**src/rtl/seg_scan_ctrl.sv**
```systemverilog
// Seven-segment scan controller: tear-free shadow value, one digit enabled per slot.
// Optional inter-slot blanking is compiled in with `define SEG_SCAN_BLANK_EN.
module seg_scan_ctrl #(
  parameter int unsigned NUM_DIGITS   = 2,
  parameter int unsigned CLK_DIV      = 1200,
  parameter int unsigned BLANK_CYCLES = 16
) (
  input  logic                    clk,
  input  logic                    rst,
  input  logic                    load,
  input  logic [4*NUM_DIGITS-1:0] value,
  output logic                    pending,
  output logic [3:0]              nibble_out,
  output logic [NUM_DIGITS-1:0]   digit_en_n,
  output logic                    frame_tick
);

  localparam int unsigned IDX_W = (NUM_DIGITS > 1) ? $clog2(NUM_DIGITS) : 1;
  localparam int unsigned DIV_W = $clog2(CLK_DIV);

  generate
    if (NUM_DIGITS < 1 || NUM_DIGITS > 8 || CLK_DIV < 2 || BLANK_CYCLES < 1) begin : g_bad_params
      $error("seg_scan_ctrl: parameter out of range");
    end
  endgenerate

  logic [DIV_W-1:0]        div_cnt_q,   div_cnt_d;
  logic [IDX_W-1:0]        digit_idx_q, digit_idx_d;
  logic [4*NUM_DIGITS-1:0] buf_q,       buf_d;
  logic [4*NUM_DIGITS-1:0] shadow_q,    shadow_d;
  logic                    pending_q,   pending_d;
  logic [3:0]              nibble_q,    nibble_d;
  logic [NUM_DIGITS-1:0]   en_n_q,      en_n_d;
  logic                    frame_q,     frame_d;

  logic scanning;
  logic slot_end;
  logic advance;
  logic wrap;

`ifdef SEG_SCAN_BLANK_EN
  localparam int unsigned BLK_W = (BLANK_CYCLES > 1) ? $clog2(BLANK_CYCLES) : 1;

  typedef enum logic [0:0] {
    SCAN  = 1'b0,
    BLANK = 1'b1
  } state_t;

  state_t           state_q,     state_d;
  logic [BLK_W-1:0] blank_cnt_q, blank_cnt_d;
`endif

  always_comb begin
    div_cnt_d   = div_cnt_q;
    digit_idx_d = digit_idx_q;
    buf_d       = buf_q;
    shadow_d    = shadow_q;
    pending_d   = pending_q;
    nibble_d    = nibble_q;
    en_n_d      = '1;
    frame_d     = 1'b0;
    advance     = 1'b0;
    wrap        = 1'b0;
    slot_end    = (div_cnt_q == DIV_W'(CLK_DIV - 1));
`ifdef SEG_SCAN_BLANK_EN
    state_d     = state_q;
    blank_cnt_d = blank_cnt_q;
    scanning    = (state_q == SCAN);
`else
    scanning    = 1'b1;
`endif

    // Output registers capture the slot the current state describes, so they
    // trail the counters by one cycle; shadow_q here is the pre-commit copy.
    if (scanning) begin
      en_n_d[digit_idx_q] = 1'b0;
      nibble_d            = shadow_q[4*digit_idx_q +: 4];
      frame_d             = (digit_idx_q == '0) && (div_cnt_q == '0);
      if (slot_end) begin
        div_cnt_d = '0;
`ifdef SEG_SCAN_BLANK_EN
        state_d     = BLANK;
        blank_cnt_d = '0;
`else
        advance     = 1'b1;
`endif
      end else begin
        div_cnt_d = div_cnt_q + 1'b1;
      end
    end

`ifdef SEG_SCAN_BLANK_EN
    if (state_q == BLANK) begin
      if (blank_cnt_q == BLK_W'(BLANK_CYCLES - 1)) begin
        blank_cnt_d = '0;
        state_d     = SCAN;
        advance     = 1'b1;
      end else begin
        blank_cnt_d = blank_cnt_q + 1'b1;
      end
    end
`endif

    if (advance) begin
      if (digit_idx_q == IDX_W'(NUM_DIGITS - 1)) begin
        digit_idx_d = '0;
        wrap        = 1'b1;
      end else begin
        digit_idx_d = digit_idx_q + 1'b1;
      end
    end

    // Commit reads the old buffer; a same-cycle load refills it and stays pending.
    if (wrap && pending_q) begin
      shadow_d  = buf_q;
      pending_d = 1'b0;
    end
    if (load) begin
      buf_d     = value;
      pending_d = 1'b1;
    end
  end

  always_ff @(posedge clk) begin
    if (rst) begin
      div_cnt_q   <= '0;
      digit_idx_q <= '0;
      buf_q       <= '0;
      shadow_q    <= '0;
      pending_q   <= 1'b0;
      nibble_q    <= '0;
      en_n_q      <= '1;
      frame_q     <= 1'b0;
`ifdef SEG_SCAN_BLANK_EN
      state_q     <= SCAN;
      blank_cnt_q <= '0;
`endif
    end else begin
      div_cnt_q   <= div_cnt_d;
      digit_idx_q <= digit_idx_d;
      buf_q       <= buf_d;
      shadow_q    <= shadow_d;
      pending_q   <= pending_d;
      nibble_q    <= nibble_d;
      en_n_q      <= en_n_d;
      frame_q     <= frame_d;
`ifdef SEG_SCAN_BLANK_EN
      state_q     <= state_d;
      blank_cnt_q <= blank_cnt_d;
`endif
    end
  end

  assign pending    = pending_q;
  assign nibble_out = nibble_q;
  assign digit_en_n = en_n_q;
  assign frame_tick = frame_q;

endmodule

```
**config.mk**
```make
export PLATFORM = sky130hd
export DESIGN_NAME = seg_scan_ctrl
export DESIGN_NICKNAME = d
export VERILOG_FILES = /design/src/rtl/seg_scan_ctrl.sv
export SDC_FILE = /design/constraint.sdc
export NUM_CORES = 1
export LEC_CHECK = 0
export BUFFER_PORTS_ARGS = -buffer_cell sky130_fd_sc_hd__buf_2
export CAP_MARGIN = 20
export CORE_MARGIN = 4
export CORE_UTILIZATION = 41
export DETAILED_ROUTE_END_ITERATION = 10
export PLACE_DENSITY = 0.69
export RECOVER_POWER = 25
export SLEW_MARGIN = 25
export SYNTH_ARGS = -nofsm -noshare
export SYNTH_HDL_FRONTEND = slang
export SYNTH_SLANG_ARGS = --single-unit
export TNS_END_PERCENT = 5
```
**constraint.sdc**
```tcl
create_clock -name clk -period 3.7 [get_ports clk]
set_input_delay 0.37 -clock clk [delete_from_list [all_inputs] [get_ports clk]]
set_output_delay 0.37 -clock clk [all_outputs]
set_load 0.05 [all_outputs]
```
* After elaboration in Yosys (flattened, before gate mapping)
Cells that the tools add are included. Widths: inputs -> output; s select.
Storage, ports and cells: flip-flop bits (word level) 36, input port bits 11, logic and storage cells 30
Operators by class: bitwise logic cells 2, $add $sub $neg 2, shift operators 1, muxes and demuxes 8, reduce and logical (&&, ||, !) cells 6, order comparisons 2, equality and inequality tests 1
Operator list (count):
- $add 11x1->11 const B | 1
- $eq 11x11->1 const B | 1
- $logic_not 11->1 | 1
- $shiftx 8x4->4 | 1
- $mux 1 | 7
- $logic_and 1x1->1 | 3
- $lt 1x2->1 const B | 1
- $not 2->2 | 1
- $reduce_bool 2->1 | 1
- $reduce_or 2->1 | 1
- $add 1x1->1 const B | 1
- $demux 1 s1 | 1
- $ge 1x1->1 const B | 1
- $not 1->1 | 1

* Longest topological paths before layout
word-level depth 6, mapped depth 5, gate-level depth less buffers 4

* Worst setup path after synthesis
Ideal clock, no wire load.
path type flip-flop to flip-flop, from reg div_cnt_q[4], to reg shadow_q[0], path buffers 1, arrival time 1.745 ns, clock period less this slack 1.817 ns, cell stages (with the launch flop) 5, setup slack 1.883 ns, library setup time 0.072 ns, required time 3.628 ns, cells stage by stage dfxtp_1 or4_1 buf_2 nor4_4 mux2i_1
Between the ends: longest elaborated chain between the ends 4
Ends and longest elaborated chain:
- start, declared | line 27 | logic [DIV_W-1:0] div_cnt_q, div_cnt_d;
- start signal, assigned | line 139 | div_cnt_q <= div_cnt_d;
- $eq 11x11->1 | line 64 | slot_end = (div_cnt_q == DIV_W'(CLK_DIV - 1));
- $mux 1 | line 79 | if (slot_end) begin
- $mux 1 | line 104 | if (advance) begin
- $logic_and 1x1->1 | line 114 | if (wrap && pending_q) begin
- end signal, assigned | line 142 | shadow_q <= shadow_d;
- end, declared | line 30 | logic [4*NUM_DIGITS-1:0] shadow_q, shadow_d;
No other way between the ends. A chain may end at the register's enable or synchronous reset.

* Final worst setup path
from reg div_cnt_q[4], to reg shadow_q[2]
The elaborated chain is that of the path after synthesis.

==> results.sh <==
export IMPL_drt_iter0_markers=23
export IMPL_via_count=1062
export IMPL_cts_sinks=36
export IMPL_worst_ir_drop_vdd_uv=243
export IMPL_hold_end="buf_q[1]"
export IMPL_cp_max_fo=8
export IMPL_fin_area_mm2=0.00159
export IMPL_placed_cells=203
export IMPL_r2r_start="div_cnt_q[4]"
export IMPL_rrSetupSlack_ns=1.70
export IMPL_drive_gt1_frac=0.163
export IMPL_post_synth_num_cell_types=26
export IMPL_synth_top_area_share=0.513
export IMPL_die_height_um=66.5
export IMPL_drt_wl_total_mm=2.52
export IMPL_dpl_cell_area_mm2=0.00152
export IMPL_synthCells=148
export IMPL_critical_path_startpoint_type="flip-flop"
export IMPL_async_flop_share=0
export IMPL_slew_viol_final=0
export IMPL_nets=179
export IMPL_cp_end_kind="flip-flop"
export IMPL_relSlewSlack=0.517
export IMPL_r2r_worst_path_cells=3
export IMPL_hp_start="value[1]"
export IMPL_maxCapViolCount=0
export IMPL_grt_pass1_wl_mm=4.42
export IMPL_skew_ns=0.00830
export IMPL_drt_wirelength_per_cell_um=12.0
export IMPL_final_hold_viol_count=0
export IMPL_grt_use_total=0.133
export IMPL_place_ws_ns=1.70
export IMPL_drcViolationCount=0
export IMPL_total_power_uw=680
export IMPL_required_ns=3.97
export IMPL_yosysSeqAreaShare=0.513
export IMPL_fmax_ghz=0.499
export IMPL_grt_pass1_vias=988
export IMPL_overflow=0
export IMPL_ys_warn_count=0
export IMPL_via_per_inst=5.06
export IMPL_clk_latency_ns=0.33
export IMPL_setup_slack_ns=1.70
export IMPL_pin_count=19
export IMPL_die_x_um=66.5
export IMPL_final_seq_area_um2=721
export IMPL_port_buffers=18
export IMPL_r2r_end="shadow_q[2]"
export IMPL_syn_nets=161
export IMPL_cts_tree="yes"
export IMPL_synth_common_cells="dfxtp_1 (36), mux2i_1 (21), nand2_1 (20)"
export IMPL_stdcell_count=210
export IMPL_worst_slew_pin_slew_ns=0.720
export IMPL_diodes=0
export IMPL_cts_resized_gates=0
export IMPL_post_cts_setup_buffer_count=0
export IMPL_area_delta_synth_final_pct=12.9
export IMPL_dieArea_mm2=0.00443
export IMPL_hp_class="input port to flip-flop"
export IMPL_first_pass_iters=4
export IMPL_fin_tns_setup_ns=0
export IMPL_power_density_mw_per_mm2=429
export IMPL_cts_clk_slew_worst_paths_ns=0.11
export IMPL_setup_viol=0
export IMPL_synth_edff_count=0
export IMPL_min_path_cells=3
export IMPL_core_rowCount=20
export IMPL_rsz0062_at_grt="false"
export IMPL_status="finished, final reports clean"
export IMPL_ys_seq_elements=36
export IMPL_multiInputGateArea_um2=631
export IMPL_yosysMostFrequentCell="dfxtp_1"
export IMPL_ys_flop_type="dfxtp_1"
export IMPL_netlist_area_mm2=0.00141
export IMPL_finalWeightedCongestion=0.775
export IMPL_core_region_area_mm2=0.00315
export IMPL_start_util=0.446
export IMPL_arrival_ns=2.27
export IMPL_fin_crit_sh=0.541
export IMPL_grt_max_degree=19
export IMPL_drtAntennaViolNets=0
export IMPL_holdBufCountCts=0
export IMPL_clock_path_buffers=2
export IMPL_crit_type="flip-flop to flip-flop"
export IMPL_antenna_found_initial=0
export IMPL_min_period_ns=2.00
export IMPL_synth_area_leaders="dfxtp_1 (51%), mux2i_1 (15%), nand2_1 (5.3%), nor2_1 (4.8%), a21oi_1 (2.1%)"
export IMPL_detailed_place_hpwl_mm=1.83
export IMPL_leakage_uw=0.000602
export IMPL_syn_avg_cell_area_um2=9.49
export IMPL_cts_buffers=5
export IMPL_synth_top_cell_by_area="dfxtp_1"
export IMPL_fillers=313
export IMPL_htreeDepth=2
export IMPL_clockRootBuffer="clkbuf_4"
## through the flow
stage           util  hold slack [ns]
3_5_place_dp   0.483            0.456
3_3_place_gp   0.483            0.443
4_1_cts        0.504            0.253
2_1_floorplan      -            0.434
6_report       0.503            0.265
5_1_grt        0.503            0.251
## worst max-delay path by stage
stage | startpoint | end | depth (start not counted)
finish | div_cnt_q[4] | shadow_q[2] | 3
global route | div_cnt_q[0] | shadow_q[5] | 4
CTS | div_cnt_q[4] | shadow_q[2] | 3
detailed placement | div_cnt_q[4] | shadow_q[2] | 3
global placement | div_cnt_q[4] | shadow_q[1] | 3
floorplan | div_cnt_q[4] | shadow_q[0] | 4
## state kept, by name (all words and copies together), names as in the netlist
register,count
frame_tick,1
digit_idx_q,1
nibble_out,4
buf_q,8
div_cnt_q,11
digit_en_n,2
pending,1
shadow_q,8
## placed cells by master (no fill, tap or decap), types with 3 or more instances in the layout
cell type,Yosys,routed
dfxtp_1,36,36
mux2i_1,21,21
nand2_1,20,20
nor2_1,18,18
buf_2,1,17
inv_1,6,6
a21oi_1,6,6
clkbuf_4,0,5
nand4_1,4,4
or4_1,4,4
o21ai_0,4,4
or3_1,4,4
nand3_1,3,3
## power by group
group / internal, uW / total [uW] / switching (uW)
combinational: 16.5 / 45.6 / 29.1
sequential: 398 / 405 / 7.18
clock: 108 / 230 / 122
## worst max-delay path: stages, from the launching register on
cell     delay, ns
dfxtp_1       0.36
or4_1         0.64
nor4_4        0.68
mux2i_1       0.27
## per-layer routing
metal	global-route usage	part of all wire	routed length, um
met5	0	0	0
met4	0.0761	0.027	68
met3	0.0388	0.068	172
met2	0.204	0.44	1110
met1	0.166	0.47	1170
## final cells by class
class / instances / share of cell area
clock buffers: 7 / 0.0410
inverters: 7 / 0.0166
repair buffers: 18 / 0.0560
multi-input cells: 98 / 0.397
flip-flops and latches: 36 / 0.454
well taps: 44 / 0.0347
## logic make-up after synthesis
family,after synthesis,synth area share
AO/OA/AOI/OAI,14,0.0614
XOR/XNOR,3,0.0187
adder cells (fa/ha/maj),2,0.0178
buffers and inverters,14,0.0383
flip-flops,36,0.513
multiplexers,21,0.150
AND/OR/NAND/NOR,58,0.201
No activity file was read; power rests on OpenSTA's default activity.
